File: src/rtl/riscv_pkg.sv
// Shared RV32 encodings used by the load/store path: opcodes, ALU ops,
// decoder store-size / load-type codes and the LSU state type.
package riscv_pkg;

  localparam logic [6:0] OPC_LOAD  = 7'b0000011;
  localparam logic [6:0] OPC_STORE = 7'b0100011;

  typedef enum logic [3:0] {
    ALU_ADD, ALU_SUB, ALU_SLL, ALU_SLT, ALU_SLTU,
    ALU_XOR, ALU_SRL, ALU_SRA, ALU_OR,  ALU_AND
  } alu_op_t;

  localparam logic [1:0] ST_NONE = 2'd0;
  localparam logic [1:0] ST_SB   = 2'd1;
  localparam logic [1:0] ST_SH   = 2'd2;
  localparam logic [1:0] ST_SW   = 2'd3;

  localparam logic [2:0] LD_LW  = 3'd1;
  localparam logic [2:0] LD_LB  = 3'd2;
  localparam logic [2:0] LD_LH  = 3'd3;
  localparam logic [2:0] LD_LBU = 3'd4;
  localparam logic [2:0] LD_LHU = 3'd5;

  typedef enum logic [1:0] {S_IDLE, S_REQ, S_WAIT, S_DONE} lsu_state_t;

  // Unknown load codes behave as LW, so they need full word alignment.
  function automatic logic lsu_misaligned(input logic       store,
                                          input logic [1:0] size,
                                          input logic [2:0] ltype,
                                          input logic [1:0] off);
    logic bad;
    bad = 1'b0;
    if (store) begin
      case (size)
        ST_SH:   bad = off[0];
        ST_SW:   bad = (off != 2'b00);
        default: bad = 1'b0;
      endcase
    end else begin
      case (ltype)
        LD_LB, LD_LBU: bad = 1'b0;
        LD_LH, LD_LHU: bad = off[0];
        default:       bad = (off != 2'b00);
      endcase
    end
    return bad;
  endfunction

endpackage

File: src/rtl/lsu_align.sv
// Byte-lane steering for the LSU: store byte enables / lane replication and
// load byte/halfword extraction with sign or zero extension.
module lsu_align
  import riscv_pkg::*;
(
  input  logic [1:0]  off,
  input  logic [1:0]  st_size,
  input  logic [31:0] wdata,
  input  logic [2:0]  ld_type,
  input  logic [31:0] rdata,
  output logic [3:0]  be_st,
  output logic [31:0] wdata_rep,
  output logic [31:0] ld_ext
);

  logic [7:0]  byte_sel;
  logic [15:0] half_sel;

  always_comb begin
    be_st     = 4'b0000;
    wdata_rep = 32'h0;
    case (st_size)
      ST_SB: begin
        be_st     = 4'b0001 << off;
        wdata_rep = {4{wdata[7:0]}};
      end
      ST_SH: begin
        be_st     = 4'b0011 << off;
        wdata_rep = {2{wdata[15:0]}};
      end
      ST_SW: begin
        be_st     = 4'b1111;
        wdata_rep = wdata;
      end
      default: ;
    endcase
  end

  // Halfword loads are only issued when off[0]=0, so off[1] picks the half.
  always_comb begin
    byte_sel = 8'h0;
    case (off)
      2'd0: byte_sel = rdata[7:0];
      2'd1: byte_sel = rdata[15:8];
      2'd2: byte_sel = rdata[23:16];
      2'd3: byte_sel = rdata[31:24];
      default: ;
    endcase
    half_sel = off[1] ? rdata[31:16] : rdata[15:0];
    case (ld_type)
      LD_LB:   ld_ext = {{24{byte_sel[7]}}, byte_sel};
      LD_LBU:  ld_ext = {24'h0, byte_sel};
      LD_LH:   ld_ext = {{16{half_sel[15]}}, half_sel};
      LD_LHU:  ld_ext = {16'h0, half_sel};
      default: ld_ext = rdata;
    endcase
  end

endmodule

File: src/rtl/lsu_mem_if.sv
// Load/store unit front end: captures a decoded access, runs the handshaked
// data-memory transaction with a timeout, and stalls the core until it ends.
module lsu_mem_if
  import riscv_pkg::*;
#(
  parameter int TIMEOUT_CYC = 16,
  parameter int CNT_W       = 5
) (
  input  logic        clk,
  input  logic        rst_n,
  input  logic        lsu_start,
  input  logic        is_store,
  input  logic [1:0]  st_size,
  input  logic [2:0]  ld_type,
  input  logic [31:0] addr,
  input  logic [31:0] wdata,
  output logic        stall,
  output logic [31:0] ld_data,
  output logic        ld_valid,
  output logic        err_misalign,
  output logic        err_timeout,
  output logic        mem_req,
  output logic        mem_we,
  output logic [31:0] mem_addr,
  output logic [3:0]  mem_be,
  output logic [31:0] mem_wdata,
  input  logic        mem_gnt,
  input  logic        mem_rvalid,
  input  logic [31:0] mem_rdata
);

  lsu_state_t       state;
  logic             cap_store;
  logic [2:0]       cap_ld;
  logic [1:0]       cap_off;
  logic [CNT_W-1:0] cnt;

  logic             idle;
  logic             timed_out;
  logic [1:0]       a_off;
  logic [2:0]       a_ld;
  logic [3:0]       be_st;
  logic [31:0]      wdata_rep;
  logic [31:0]      ld_ext;

  assign idle      = (state == S_IDLE);
  assign timed_out = (cnt >= CNT_W'(TIMEOUT_CYC - 1));
  assign stall     = (idle && lsu_start) || (state == S_REQ) || (state == S_WAIT);

  // Live inputs steer lanes while launching; captured ones steer the returned data.
  assign a_off = idle ? addr[1:0] : cap_off;
  assign a_ld  = idle ? ld_type   : cap_ld;

  lsu_align u_align (
    .off       (a_off),
    .st_size   (st_size),
    .wdata     (wdata),
    .ld_type   (a_ld),
    .rdata     (mem_rdata),
    .be_st     (be_st),
    .wdata_rep (wdata_rep),
    .ld_ext    (ld_ext)
  );

  always_ff @(posedge clk or negedge rst_n) begin
    if (!rst_n) begin
      state        <= S_IDLE;
      cap_store    <= 1'b0;
      cap_ld       <= 3'd0;
      cap_off      <= 2'd0;
      cnt          <= '0;
      ld_data      <= 32'h0;
      ld_valid     <= 1'b0;
      err_misalign <= 1'b0;
      err_timeout  <= 1'b0;
      mem_req      <= 1'b0;
      mem_we       <= 1'b0;
      mem_addr     <= 32'h0;
      mem_be       <= 4'h0;
      mem_wdata    <= 32'h0;
    end else begin
      ld_valid     <= 1'b0;
      err_misalign <= 1'b0;
      err_timeout  <= 1'b0;
      case (state)
        S_IDLE: begin
          if (lsu_start) begin
            cap_store <= is_store;
            cap_ld    <= ld_type;
            cap_off   <= addr[1:0];
            cnt       <= '0;
            if (lsu_misaligned(is_store, st_size, ld_type, addr[1:0])) begin
              err_misalign <= 1'b1;
              state        <= S_DONE;
            end else if (is_store && st_size == ST_NONE) begin
              state <= S_DONE;
            end else begin
              mem_req   <= 1'b1;
              mem_we    <= is_store;
              mem_addr  <= {addr[31:2], 2'b00};
              mem_be    <= is_store ? be_st : 4'b1111;
              mem_wdata <= is_store ? wdata_rep : 32'h0;
              state     <= S_REQ;
            end
          end
        end
        S_REQ: begin
          if (mem_gnt || timed_out) begin
            mem_req   <= 1'b0;
            mem_we    <= 1'b0;
            mem_addr  <= 32'h0;
            mem_be    <= 4'h0;
            mem_wdata <= 32'h0;
          end
          // A grant arriving on the final cycle still wins over the timeout.
          if (mem_gnt) begin
            cnt   <= cnt + 1'b1;
            state <= cap_store ? S_DONE : S_WAIT;
          end else if (timed_out) begin
            err_timeout <= 1'b1;
            ld_data     <= 32'h0;
            state       <= S_DONE;
          end else begin
            cnt <= cnt + 1'b1;
          end
        end
        S_WAIT: begin
          if (mem_rvalid) begin
            ld_data  <= ld_ext;
            ld_valid <= 1'b1;
            state    <= S_DONE;
          end else if (timed_out) begin
            err_timeout <= 1'b1;
            ld_data     <= 32'h0;
            state       <= S_DONE;
          end else begin
            cnt <= cnt + 1'b1;
          end
        end
        S_DONE:  state <= S_IDLE;
        default: state <= S_IDLE;
      endcase
    end
  end

endmodule
File: config.mk
export PLATFORM = sky130hd
export DESIGN_NAME = lsu_mem_if
export DESIGN_NICKNAME = d
export VERILOG_FILES = /design/src/rtl/riscv_pkg.sv /design/src/rtl/lsu_align.sv /design/src/rtl/lsu_mem_if.sv
export SDC_FILE = /design/constraint.sdc
export NUM_CORES = 1
export LEC_CHECK = 0
export ABC_CLOCK_PERIOD_IN_PS = 5800
export CAP_MARGIN = 20
export CORE_MARGIN = 4
export CORE_UTILIZATION = 50
export DETAILED_ROUTE_END_ITERATION = 16
export GPL_TIMING_DRIVEN = 0
export MAX_ROUTING_LAYER = met4
export PLACE_DENSITY = 0.87
export SYNTH_ARGS = -nofsm -noshare
export SYNTH_HDL_FRONTEND = slang
export SYNTH_SLANG_ARGS = --single-unit
File: constraint.sdc
create_clock -name clk -period 5.8 [get_ports clk]
set_input_delay 1.16 -clock clk [delete_from_list [all_inputs] [get_ports clk]]
set_output_delay 1.16 -clock clk [all_outputs]
set_load 0.02 [all_outputs]
==> results of run 1 <==
[worst max-delay path, cell delays in order]
cell	delay (ns)
clkdlybuf4s50_1	0.52
nand2_1	0.26
nand2_1	0.17
clkdlybuf4s50_1	0.63
[final timing paths]
kind	to	cells past startpoint
max	stall	4
max reg2reg	mem_wdata[26]$_DFFE_PN0P_	8
min	mem_addr[10]$_DFFE_PN0P_	1
max in group asynchronous	ld_data[7]$_DFFE_PN0P_	2
min in group asynchronous	cnt[3]$_DFFE_PN0P_	1
min reg2reg	mem_addr[10]$_DFFE_PN0P_	1
[cell usage in the layout, fill, tap and decap left out, types with 8 or more instances in the layout]
master	Yosys	layout
o21ai_0	18	18
clkbuf_1	13	14
a21oi_2	13	13
mux2i_1	21	21
buf_6	7	8
and3_1	12	12
clkbuf_16	0	17
buf_2	13	13
nor2_1	40	40
a21oi_1	31	31
a222oi_1	8	8
mux2_2	55	55
clkdlybuf4s50_1	0	208
inv_1	18	18
dfrtp_1	116	116
a22oi_1	45	45
nand2_1	30	30
mux2_1	11	11
ha_1	11	11
nor2b_1	35	35
[flip-flops by register name, summed over array words and instances (netlist names), 2 cells and up]
name	cells
ld_data	32
mem_wdata	32
mem_addr	30
cnt	5
mem_be	4
cap_ld	3
cap_off	2
state	2
[per-layer routing]
layer  vias up  track usage [%]
met5         -                -
met4         0             9.16
met3        39             8.67
met2       290             46.2
met1      2725             33.2
li1       2544                -
[area by class of cell]
| type | instances | area, sq um |
|---|---|---|
| fillers | 845 | 2960 |
| clock inverters | 4 | 45.0 |
| well taps | 168 | 210 |
| flip-flops and latches | 116 | 2900 |
| repair buffers | 210 | 2120 |
| clock buffers | 25 | 526 |
| inverters | 19 | 71.3 |
| multi-input cells | 400 | 3060 |
| plain buffers | 37 | 219 |
[report_power, final]
part | switching [mW] | total, mW | internal, mW
clock | 0.349 | 1.01 | 0.658
combinational | 1.55 | 2.92 | 1.37
sequential | 0.247 | 1.42 | 1.18
[metrics by stage]
step / utilization, % / hold WS, ns
final: 75.6 / 0.495
after global routing: 75.6 / 0.507
after CTS: 75.6 / 0.497
after detailed placement: 70.9 / 0.484
after global placement: 70.6 / 0.475
after floorplan: - / 0.459
[cells by family (layout without fill, tap and decap cells)]
family	Yosys count	in the layout	share of synthesized area (%)
AOI/OAI and AO/OA	157	157	18.9
buffers and inverters	56	295	4.65
muxes	90	90	15.9
and+or+nand+nor	138	138	11.5
adders and majority gates	11	11	2.20
other	1	2	0.0600
xor gates and xnor gates	2	2	0.280
DFF	116	116	46.5
==> out/results.ini, run 1 <==
[run_status]
status=finished clean

[detailed_routing]
vias_per_cell=5.72
drtIter0Drc=507
vias=5598
dr_wl_met2_microns=9530
wl_microns=19500
dr_wl_met3_microns=1880
wl_per_cell_microns=19.9
drc_errors=0
ant_nets=0
dr.pass1.iters=6
met1_length_microns=7700
routed.top_layer=met4

[flow_run]
max_cap_viol_count=0

[clock_network]
cts_tree=yes
insertion_delay_ns=0.42
clk_transition_reported_paths_ns=0.05
hold_buffers=0
cts-resized-gates=0
cts_htree_levels=4
cts_root_buf=clkbuf_16
cts_sinks=116
cts_setup_buffers=0
cts_buffers=17
clockBufferDepth=2

[floorplan]
die_y_microns=120
die_width_microns=120
std_cell_rows=40
io_pins=213
die_area_sq_um=14300
initial_core_util_pct=51.6
core_area_sq_um=12100

[global_route]
grt_max_degree=65
antenna_found_initial=0
grt.total_usage_pct=28.1
grt_pass1_wl_microns=30900
gr-total-overflow=0
grt_pass1_vias=5832

[critical_path]
r2r_slack_ns=3.20
worstSetupPathType=primary input to output pin
worstSetupStartpointType=primary input
r2r_start=cnt[0]$_DFFE_PN0P_
critPathLaunch=lsu_start
path_max_fanout=9
worstPathArrival_ns=2.75
endpoint_kind=output pin
cp.required_ns=4.64

[power_and_ir_drop]
ir_worst_vdd_mv=0.341
power.total_mw=5.35
total_leakage_power_nw=3.97
p_per_area_nw_per_um2=584

[place]
place_hpwl_microns=14700
dpl_cell_area_sq_um=8580
pre_cts_slack_ns=1.92
port_buffers=209
dp_cells=950
finalWeightedCongestion=0.932

[final_layout]
fin_nets=919
fin_cells=979
fin_area_sq_um=9150
drive_gt1_share_pct=17.5
diodes=0
area_growth_pct=46.5

[synthesis]
yosysMostFrequentCell=dfrtp_1
yosysUniqueCellTypes=59
netlist.area_leader.share_pct=46.5
synth-edff-count=0
synth_flop_cell=dfrtp_1
yosysSeqAreaShare_pct=46.5
synth.area.top_cells=dfrtp_1 46%, mux2_2 9.9%, a22oi_1 5.4%, nor2b_1 3.5%, mux2i_1 3.4%
synth_top_area_cell=dfrtp_1
syn-cell-area_sq_um=6250
syn_area_per_cell_sq_um=10.9
synthArstFlopShare_pct=100
ys_seq_elements=116
yosys_warnings=0
synthCells=571
synth_common_cells=116 x dfrtp_1, 55 x mux2_2, 45 x a22oi_1

[min_path]
min-delay-start=mem_addr[10]$_DFFE_PN0P_
hp-class=register to register

[sta]
fmax_ghz=0.256
slew_viol_final=0
tightest_slew_ns=0.978
worst_slack_ns=1.89
finalCritPeriodShare_pct=67.3
finalSetupViolations=0
finalWorstPathRequiredPeriod_ns=3.91
rsz0062_at_grt=no
slew_headroom_pct=34.8
hold_viol=0
fin_skew_ns=0.00568
fin_tns_setup_ns=0

Power figures use the tool's default switching activity.
==> inputs of run 2 (changes only) <==
--- a/config.mk
+++ b/config.mk
@@ -5,14 +5,14 @@
 export SDC_FILE = /design/constraint.sdc
 export NUM_CORES = 1
 export LEC_CHECK = 0
-export ABC_CLOCK_PERIOD_IN_PS = 5800
+export ABC_CLOCK_PERIOD_IN_PS = 3900
 export CAP_MARGIN = 20
 export CORE_MARGIN = 4
-export CORE_UTILIZATION = 50
+export CORE_UTILIZATION = 46
 export DETAILED_ROUTE_END_ITERATION = 16
 export GPL_TIMING_DRIVEN = 0
 export MAX_ROUTING_LAYER = met4
-export PLACE_DENSITY = 0.87
+export PLACE_DENSITY = 0.81
 export SYNTH_ARGS = -nofsm -noshare
 export SYNTH_HDL_FRONTEND = slang
 export SYNTH_SLANG_ARGS = --single-unit
==> constraint.sdc (replaced) <==
create_clock -name clk -period 3.9 [get_ports clk]
set_input_delay 0.78 -clock clk [delete_from_list [all_inputs] [get_ports clk]]
set_output_delay 0.78 -clock clk [all_outputs]
set_load 0.02 [all_outputs]
==> run 2 against run 1 <==
Via count hardly changed. First-iteration DRC count is 36% higher. Count of clock-buffer cells in the layout is 3 lower. Sequential share of layout area is 0.19 points higher. Largest cell class unchanged. Final area is 0.59% lower. Critical path depth is 3 higher. Setup slack worse by 1.3 ns. Register-to-register slack worse by 1.9 ns. Clock skew is 0.00079 ns higher. Final cell count is 0.72% higher.
==> out/results.ini, run 2 (synthesis results as in run 1) <==
[run_status]
status=finished clean

[min_path]
hp-class=primary input to async pin

[detailed_routing]
vias=5601  ; +0.054%
ant_nets=0  ; unchanged
drtIter0Drc=687  ; +36%
wl_microns=18800  ; -3.5%
wl_per_cell_microns=19.1  ; -4.2%
drc_errors=0  ; unchanged
vias_per_cell=5.68  ; -0.66%
dr.pass1.iters=8  ; +2

[clock_network]
cts_sinks=116  ; unchanged
cts_htree_levels=4  ; unchanged
cts-resized-gates=0  ; unchanged
cts_root_buf=clkbuf_16
clk_transition_reported_paths_ns=0.05  ; about the same
cts_tree=yes
insertion_delay_ns=0.41  ; about the same
clockBufferDepth=2  ; unchanged
hold_buffers=0  ; unchanged
cts_setup_buffers=0  ; unchanged
cts_buffers=17  ; unchanged

[final_layout]
drive_gt1_share_pct=17.3  ; -0.23 points
diodes=0  ; unchanged
area_growth_pct=45.6
fin_nets=919  ; unchanged
fin_cells=986  ; +0.72%
mostFrequentLayoutCell=clkdlybuf4s50_1
fin_util_pct=68.4  ; -7.1 points
largestRegisters=ld_data: 32 flops, mem_wdata: 32 flops, mem_addr: 30 flops
layout_common_cells=208 x clkdlybuf4s50_1, 116 x dfrtp_1, 55 x mux2_2

[place]
port_buffers=209  ; unchanged
place_hpwl_microns=14300  ; -2.8%
finalWeightedCongestion=0.913  ; -2.1%
dp_cells=958  ; +0.84%

[critical_path]
cp.required_ns=3.12  ; -1.52 ns
worstSetupPathType=register to output pin
endpoint_kind=output pin
path_max_fanout=10  ; +1
worstPathArrival_ns=2.49  ; -0.26 ns
r2r_slack_ns=1.28  ; -1.92 ns
r2r_start=cnt[0]$_DFFE_PN0P_
worstRegToRegCells=9  ; +1
reg2reg_to=mem_addr[20]$_DFFE_PN0P_
worstSetupStartpointType=register

[power_and_ir_drop]
p_per_area_nw_per_um2=854  ; +46%
ir_worst_vdd_mv=0.441  ; +29%
total_leakage_power_nw=3.94  ; -0.85%

[sta]
fin_skew_ns=0.00647  ; +0.000788 ns
fmax_ghz=0.306
fin_tns_setup_ns=0  ; unchanged
finalCritPeriodShare_pct=83.8
rsz0062_at_grt=no
finalSetupViolations=0  ; unchanged
hold_viol=0  ; unchanged
slew_headroom_pct=34.8  ; about the same
slew_viol_final=0  ; unchanged
fin_hold_ws_ns=0.330  ; -0.164 ns
finalWorstPathRequiredPeriod_ns=3.27
tightest_slew_ns=0.971  ; -0.00718 ns

[global_route]
grt_pass1_vias=5866  ; +0.58%
gr-total-overflow=0  ; unchanged
grt_pass1_wl_microns=30300  ; -2.0%
antenna_found_initial=0  ; unchanged
grt_max_degree=63  ; -3.1%
grt.total_usage_pct=24.9  ; -3.2 points

[floorplan]
die_area_sq_um=15500  ; +8.1%
die_y_microns=125  ; +4.0%
die_width_microns=125  ; +4.0%
initial_core_util_pct=47.0  ; -4.6 points
core_area_sq_um=13300  ; +9.8%
std_cell_rows=42  ; +5.0%
io_pins=213  ; unchanged

[flow_run]
max_cap_viol_count=0  ; unchanged

## run 2: cell count changes in the layout (fill, tap and decap cells not counted)
| cell | change |
|---|---|
| clkinvlp_4 | +1 |
| clkinv_2 | +2 |
| clkbuf_8 | -4 |
| bufinv_16 | -1 |
| clkbuf_1 | +1 |
## run 2: power breakdown
part	internal [mW]	leakage, nW	switching [mW]
clock	0.839	0.253	0.515
combinational	2.04	2.24	2.27
sequential	1.75	1.45	0.362
## run 2: worst max-delay path by stage
stage | from | end | slack [ns] | depth (start not counted)
floorplan | st_size[0] | mem_addr[20]$_DFFE_PN0P_ | 1.61 | 9
global placement | rst_n | mem_wdata[23]$_DFFE_PN0P_ | -2.41 | 1
detailed placement | st_size[0] | mem_addr[20]$_DFFE_PN0P_ | 0.71 | 10
CTS | state[0]$_DFFE_PN0P_ | stall | 0.62 | 7
global route | state[0]$_DFFE_PN0P_ | stall | 0.46 | 7
finish | state[0]$_DFFE_PN0P_ | stall | 0.63 | 7
## run 2: layer usage
layer  up-vias  GRT usage (%)  share of wire [%]
met5         -              -                  0
met4         0           8.19                2.1
met3        38           8.19                9.4
met2       329           41.4                 49
met1      2695           28.4                 39
li1       2539              -                  -
## run 2: layout make-up
type	instances	area, sq um
fillers	1000	4200
multi-input cells	400	3060
flip-flops and latches	116	2900
repair buffers	210	2120
clock buffers	22	474
well taps	176	220
plain buffers	37	219
inverters	19	71.3
clock inverters	6	32.5
## run 2: per-stage QoR
stage / instance area (sq um) / setup slack [ns] / power, mW
final: 9100 / 0.632 / 7.77
after global routing: 9100 / 0.458 / 8.22
after CTS: 9100 / 0.624 / 7.81
after detailed placement: 8590 / 0.707 / 6.42
after global placement: 8560 / -2.41 / 6.28
after floorplan: 6250 / 1.61 / 4.69
## run 2: worst max-delay path: stages, from the launching register on
cell             delay (ns)
dfrtp_1                0.41
inv_1                  0.10
ha_1                   0.23
buf_6                  0.18
buf_6                  0.15
nand2_1                0.22
nand2_1                0.14
clkdlybuf4s50_1        0.63
